## config.mk

```make
export PLATFORM = sky130hd
export DESIGN_NAME = io_bus_arbiter_flat
export DESIGN_NICKNAME = d
export VERILOG_FILES = /design/src/rtl/io_bus_arbiter_if.sv /design/src/rtl/io_bus_arbiter.sv /design/src/flat_wrapper.sv
export SDC_FILE = /design/constraint.sdc
export NUM_CORES = 1
export LEC_CHECK = 0
export CAP_MARGIN = 20
export CORE_AREA = 2 2 143 145
export CTS_CLUSTER_DIAMETER = 30
export DETAILED_ROUTE_END_ITERATION = 6
export DIE_AREA = 0 0 145 147
export GPL_TIMING_DRIVEN = 0
export PLACE_DENSITY = 0.77
export SLEW_MARGIN = 20
export SYNTH_ARGS = -nofsm -noshare
export SYNTH_HDL_FRONTEND = slang
export SYNTH_SLANG_ARGS = --single-unit
```

## constraint.sdc

```tcl
create_clock -name clk -period 1.6 [get_ports clk]
set_input_delay 0.32 -clock clk [delete_from_list [all_inputs] [get_ports clk]]
set_output_delay 0.32 -clock clk [all_outputs]
set_load 0.03 [all_outputs]
```

## src/rtl/io_bus_arbiter_if.sv

```systemverilog
// io_bus_arbiter_if: requester buses, monitor lock and device-side signals for io_bus_arbiter
interface io_bus_arbiter_if #(parameter int NDEV = 4);
  logic              req0, we0, ack0, err0;
  logic [31:0]       addr0, wd0, rd0;
  logic              req1, we1, ack1, err1, lock1;
  logic [31:0]       addr1, wd1, rd1;
  logic [NDEV-1:0]   io_sel, io_we;
  logic [31:0]       io_wd;
  logic [NDEV*32-1:0] io_rd;
  modport slave (
    input  req0, we0, addr0, wd0, req1, we1, addr1, wd1, lock1, io_rd,
    output rd0, ack0, err0, rd1, ack1, err1, io_sel, io_we, io_wd
  );
  modport master (
    output req0, we0, addr0, wd0, req1, we1, addr1, wd1, lock1, io_rd,
    input  rd0, ack0, err0, rd1, ack1, err1, io_sel, io_we, io_wd
  );
endinterface

```

## src/rtl/io_bus_arbiter.sv

```systemverilog
// io_bus_arbiter: core/monitor round-robin arbiter with one-hot I/O decode and 3-cycle transactions
module io_bus_arbiter #(
  parameter int          NDEV = 4,
  parameter logic [31:0] BASE = 32'hFFFF_0000,
  parameter int          IDXW = 2
) (
  input logic             clk,
  input logic             reset_n,
  io_bus_arbiter_if.slave bus
);
  typedef enum logic [1:0] {IDLE, ACCESS, ACK} state_t;
  state_t          r_state;
  logic            r_last, r_owner, r_we;
  logic [31:2]     r_addr;
  logic [31:0]     r_wd;
  logic            w_e0, w_e1, w_own, w_hit;
  logic [IDXW-1:0] w_idx;
  logic [NDEV-1:0] w_sel;
  logic [31:0]     w_rdata;
  assign w_e0    = bus.req0 & ~bus.lock1;
  assign w_e1    = bus.req1;
  // monitor wins when alone, or on contention when the core went last
  assign w_own   = w_e1 & (~w_e0 | ~r_last);
  assign w_idx   = r_addr[IDXW+1:2];
  assign w_hit   = r_addr[31:IDXW+2] == BASE[31:IDXW+2];
  assign w_rdata = w_hit ? bus.io_rd[{w_idx, 5'd0} +: 32] : '0;
  assign w_sel   = (r_state == ACCESS && w_hit) ? NDEV'(1) << w_idx : '0;
  assign bus.io_sel = w_sel;
  assign bus.io_we  = r_we ? w_sel : '0;
  assign bus.io_wd  = r_wd;
  always_ff @(posedge clk) begin
    if (!reset_n) begin
      r_state  <= IDLE;
      r_last   <= 1'b1;
      r_owner  <= 1'b0;
      r_we     <= 1'b0;
      r_addr   <= '0;
      r_wd     <= '0;
      bus.rd0  <= '0;
      bus.rd1  <= '0;
      bus.ack0 <= 1'b0;
      bus.ack1 <= 1'b0;
      bus.err0 <= 1'b0;
      bus.err1 <= 1'b0;
    end else begin
      bus.ack0 <= 1'b0;
      bus.ack1 <= 1'b0;
      case (r_state)
        IDLE: if (w_e0 | w_e1) begin
          r_owner <= w_own;
          r_last  <= w_own;
          r_we    <= w_own ? bus.we1 : bus.we0;
          r_addr  <= w_own ? bus.addr1[31:2] : bus.addr0[31:2];
          r_wd    <= w_own ? bus.wd1 : bus.wd0;
          r_state <= ACCESS;
        end
        ACCESS: begin
          r_state <= ACK;
          if (r_owner) begin
            bus.ack1 <= 1'b1;
            bus.rd1  <= w_rdata;
            bus.err1 <= ~w_hit;
          end else begin
            bus.ack0 <= 1'b1;
            bus.rd0  <= w_rdata;
            bus.err0 <= ~w_hit;
          end
        end
        default: r_state <= IDLE;
      endcase
    end
  end
endmodule
```

## src/flat_wrapper.sv

```systemverilog
// flat-port wrapper written by rule: the top's interface ports become plain ports
module io_bus_arbiter_flat 
#(
  parameter int          NDEV = 4,
  parameter logic [31:0] BASE = 32'hFFFF_0000,
  parameter int          IDXW = 2
)
  (clk, reset_n, bus_req0, bus_we0, bus_addr0, bus_wd0, bus_req1, bus_we1, bus_addr1, bus_wd1, bus_lock1, bus_io_rd, bus_rd0, bus_ack0, bus_err0, bus_rd1, bus_ack1, bus_err1, bus_io_sel, bus_io_we, bus_io_wd);
  io_bus_arbiter_if #(.NDEV(NDEV)) bus_i ();
  input logic clk;
  input logic reset_n;
  input wire logic [$bits(bus_i.req0)-1:0] bus_req0;
  input wire logic [$bits(bus_i.we0)-1:0] bus_we0;
  input wire logic [$bits(bus_i.addr0)-1:0] bus_addr0;
  input wire logic [$bits(bus_i.wd0)-1:0] bus_wd0;
  input wire logic [$bits(bus_i.req1)-1:0] bus_req1;
  input wire logic [$bits(bus_i.we1)-1:0] bus_we1;
  input wire logic [$bits(bus_i.addr1)-1:0] bus_addr1;
  input wire logic [$bits(bus_i.wd1)-1:0] bus_wd1;
  input wire logic [$bits(bus_i.lock1)-1:0] bus_lock1;
  input wire logic [$bits(bus_i.io_rd)-1:0] bus_io_rd;
  output wire logic [$bits(bus_i.rd0)-1:0] bus_rd0;
  output wire logic [$bits(bus_i.ack0)-1:0] bus_ack0;
  output wire logic [$bits(bus_i.err0)-1:0] bus_err0;
  output wire logic [$bits(bus_i.rd1)-1:0] bus_rd1;
  output wire logic [$bits(bus_i.ack1)-1:0] bus_ack1;
  output wire logic [$bits(bus_i.err1)-1:0] bus_err1;
  output wire logic [$bits(bus_i.io_sel)-1:0] bus_io_sel;
  output wire logic [$bits(bus_i.io_we)-1:0] bus_io_we;
  output wire logic [$bits(bus_i.io_wd)-1:0] bus_io_wd;
  assign bus_i.req0 = bus_req0;
  assign bus_i.we0 = bus_we0;
  assign bus_i.addr0 = bus_addr0;
  assign bus_i.wd0 = bus_wd0;
  assign bus_i.req1 = bus_req1;
  assign bus_i.we1 = bus_we1;
  assign bus_i.addr1 = bus_addr1;
  assign bus_i.wd1 = bus_wd1;
  assign bus_i.lock1 = bus_lock1;
  assign bus_i.io_rd = bus_io_rd;
  assign bus_rd0 = bus_i.rd0;
  assign bus_ack0 = bus_i.ack0;
  assign bus_err0 = bus_i.err0;
  assign bus_rd1 = bus_i.rd1;
  assign bus_ack1 = bus_i.ack1;
  assign bus_err1 = bus_i.err1;
  assign bus_io_sel = bus_i.io_sel;
  assign bus_io_we = bus_i.io_we;
  assign bus_io_wd = bus_i.io_wd;
  io_bus_arbiter #(.NDEV(NDEV), .BASE(BASE), .IDXW(IDXW)) u_core (.clk(clk), .reset_n(reset_n), .bus(bus_i));
endmodule
```

==> summary.md <==
| Metric | Value |
|---|---|
| Synth Area in Compound Gates | 18.28% |
| Via count | 6761 |
| Hold path start | u_core.bus.rd0[23] |
| Critical Path RT | 1.28 ns |
| P&R area growth vs syn | 88.65% |
| Fmax | 0.4431 GHz |
| Top post-synthesis cells by count | nand2_1 (223), dfxtp_1 (135), o21ai_0 (72) |
| Non-Filler Instances | 1374 |
| Setup-failing EPs final | 72 |
| Most common cell on crit path | buf_6 |
| Critical-path cell list | nor4bb_4 > and4_1 > buf_6 > nand3_4 > nor3_4 > buf_6 |
| Clk buf depth | 2 |
| Initial DRC Count | 287 |
| Synth Flop Type | dfxtp_1 |
| WL per Instance | 18.11 um |
| Worst-path maximum fanout | 4 |
| Via density | 4.921 |
| Cells after DPL | 1325 |
| Root Buffer Master | clkbuf_16 |
| Worst vdd ir | 0.0006346 V |
| Crit path kind | register to primary output |
| Max stage delay on crit path | 0.34 ns |
| Ant diodes | 0 |
| Max-cap violations | 0 |
| Post-Syn Area | 5988 um^2 |
| Slew HR | 62.68% |
| Final worst slack | -0.6569 ns |
| DRC | 0 |
| GR met2 Demand/Resource | 42.12% |
| Most common cell in the netlist | nand2_1 |
| R2R Path Start | u_core.r_addr[14] |
| Initial antenna violation count | 0 |
| WP data arrival | 1.94 ns |
| I/O Buffers | 365 |
| Row Count | 52 |
| First-pass GRT wire length | 38.05 mm |
| Worst-Margin Slew | 0.5598 ns |
| Worst path bufs/invs | 2 |
| Worst-Skew Late Latency | 0.42 ns |
| Number of synthesized flops with an enable pin | 0 |
| Antenna Nets Post-Route | 0 |
| Violated checks | negative setup slack |
| P_leak | 0.004807 uW |
| Clock-pin slew on the worst setup and hold paths | 0.06 ns |
| Worst setup EP type | primary output |
| Hold path endpoint | u_core.bus.rd0[23] |
| Status | finished with violations |
| Multiplexer share of the synthesized area | 12.04% |
| Die X-Extent | 145 um |
| Clock group share of total power | 41.1% |
| Filler Cell Count | 1774 |
| Switch share | 28.22% |
| GRT Util Overall | 22.88% |
| Critical path's top delay family | simple AND/OR/NAND/NOR gates |
| Cells after Synth | 690 |
| CP max-delay cell | dfxtp_2 |
| # IOs | 371 |
| Synthesis Warnings | 0 |
| Final Critical Period | 2.257 ns |
| Pins Over Slew Limit | 0 |
| Yosys reg bits | 135 |
| Logic pwr share | 21.6% |
| Worst-case reg-to-reg path depth | 9 |
| RSZ-0062 raised after global routing | true |
| Clk_skew | 0.01151 ns |
| # H-tree levels | 4 |
| Core Region | 19840 um^2 |
| Simple-Gate Fraction of Synth Area | 18.89% |
| Hold Path Class | register to register |
| DIE AREA | 21320 um^2 |
| DP Area | 10050 um^2 |
| Part of the cycle the worst path needs | 141.1% |
| Int Power | 7045 uW |
| Design Area, Final | 11300 um^2 |
| Initial Utilization | 30.18% |
| Die Height | 147 um |
| Async set-reset flop share out of synthesis | 0% |
| Routability cong. | 0.8516 |
| CTS tree | built |
| Flop pwr share | 37.4% |
| Hold_buf cts | 0 |
| Global route overflow | 0 |
| Reg2reg setup slack | -0.16 ns |
| Synth top area cells | dfxtp_1 (45%), nand2_1 (14%), mux4_2 (12%), a31oi_1 (6.7%), o21ai_0 (6.0%) |
| Distinct cells, synth | 36 |
| Pwr Density | 868.8 nW/um^2 |
| Sw power | 2769 uW |
| Synthesized area per cell | 8.679 um^2 |
| Post-Synth XOR/XNOR Area | 0% |
| Total CTS buffers | 17 |
| Synth Area in Adders | 0% |
| Met1 Use GR | 24.73% |
| Global routing's busiest layer | met2 |
| Yosys top cell by area | dfxtp_1 |
| Syn Nets | 953 |
| Wirelength, routed | 24.88 mm |
| Largest family of logic cells by synthesized area | simple AND/OR/NAND/NOR gates |
| Post-synthesis sequential area ratio | 45.13% |
| RR Endpoint | u_core.bus.rd1[20] |
| Fin. Hold Viols | 0 |
| Largest net degree at the start of global routing | 17 |
| Share of the synthesized area in the top cell type | 45.13% |
| First drt pass iteration count | 4 |
| CP Launch Type | register |
| Clock sink count | 135 |
| Worst Hold Path Cells | 2 |
| Nets | 1354 |
| Vias in the first global route | 7041 |
| Met3 usage | 7.484% |
| Share of cells above drive strength 1 | 21.65% |
| Post-DP HPWL | 19.22 mm |
per-stage QoR:
stage / setup WS [ns] / TNS, ns / total power (uW) / util, % / hold slack [ns]
floorplan: -0.2322 / -1.196 / 4689 / - / 0.4486
global placement: -1.166 / -36.88 / 5772 / 50.67 / 0.4321
detailed placement: -1.156 / -38.01 / 5797 / 50.67 / 0.4373
CTS: -0.6472 / -27.36 / 9837 / 55.61 / 0.4433
global route: -0.7326 / -16.51 / 10220 / 56.93 / 0.4599
finish: -0.6569 / -11.35 / 9815 / 56.93 / 0.4402
sequential cells by signal (all words and copies together), names as in the netlist:
register / cells
u_core.r_state: 2
u_core.bus.io_wd: 32
u_core.bus.err1: 1
u_core.r_last: 1
u_core.bus.rd1: 32
u_core.r_addr: 30
u_core.r_we: 1
u_core.bus.err0: 1
u_core.bus.ack0: 1
u_core.bus.ack1: 1
u_core.r_owner: 1
u_core.bus.rd0: 32
worst max path at each step:
stage | slack (ns) | from | end | cells after the start
2_1_floorplan | -0.23 | u_core.r_addr[28] | bus_io_sel[0] | 4
3_3_place_gp | -1.17 | u_core.r_addr[31] | bus_io_sel[1] | 6
3_5_place_dp | -1.16 | u_core.r_addr[26] | bus_io_sel[1] | 5
4_1_cts | -0.65 | u_core.r_addr[14] | bus_io_sel[0] | 6
5_1_grt | -0.73 | u_core.r_addr[14] | bus_io_sel[0] | 6
6_report | -0.66 | u_core.r_addr[14] | bus_io_sel[1] | 6
cell type report:
type	instances	area (um^2)	share of cell area [%]
timing repair buffer	382	3762	33.30
multi-input combinational	494	3453	30.57
sequential	135	2713	24.01
clock buffer	18	439.2	3.887
buffer	61	429.2	3.799
tap	270	337.8	2.990
clock inverter	14	162.7	1.440
repair_timing:
| action | 4_1_cts | 5_1_grt |
|---|---|---|
| pin swaps | 13 | 18 |
| setup endpoints to repair | 203 | 126 |
| gates cloned | 2 | 2 |
| buffers inserted | 16 | 6 |
| resized for setup | 250 | 92 |
| hold endpoints to repair | 0 | 0 |
power by group through the flow:
stage / Sequential [uW] / Combinational (uW) / Clock [uW]
final: 3670 / 2120 / 4030
after global routing: 3680 / 2280 / 4260
after CTS: 3660 / 2100 / 4080
after detailed placement: 3720 / 2070 / 0
after global placement: 3720 / 2050 / 0
after floorplan: 3890 / 803 / 0
layout by cell type, fill, tap and decap left out, types with 5 or more instances in the layout:
| master | count |
|---|---|
| clkdlybuf4s50_1 | 257 |
| nand2_1 | 192 |
| dfxtp_1 | 127 |
| dlygate4sd2_1 | 99 |
| o21ai_0 | 66 |
| a31oi_1 | 63 |
| o21ai_2 | 38 |
| mux4_2 | 32 |
| nand2_4 | 23 |
| o21ai_1 | 22 |
| buf_6 | 21 |
| clkbuf_2 | 21 |
| clkbuf_16 | 19 |
| buf_2 | 13 |
| buf_4 | 11 |
| clkbuf_1 | 8 |
| dfxtp_2 | 8 |
| buf_12 | 6 |
| nand2_2 | 6 |
| nor3_4 | 5 |
| inv_6 | 5 |
worst reg2reg max path: stages, from the launching register on:
cell      delay (ns)
dfxtp_2         0.34
nor4bb_4        0.29
and4_1          0.26
buf_6           0.15
buf_4           0.11
buf_6           0.09
buf_12          0.13
buf_12          0.16
nand2_4         0.06
o21ai_2         0.11
layer usage:
| metal | share of wire (%) | vias to the layer above |
|---|---|---|
| met2 | 52 | 293 |
| met1 | 38 | 3172 |
| met4 | 2.7 | 0 |
| li1 | - | 3253 |
| met3 | 7.8 | 43 |
| met5 | 0 | - |
cell families (layout without fill, tap and decap cells):
logic type / Yosys count / after routing
flops: 135 / 135
simple gates: 265 / 265
buf+inv: 61 / 475
compound gates: 197 / 197
mux: 32 / 32
Note: power is estimated with default switching activity, not from simulation.
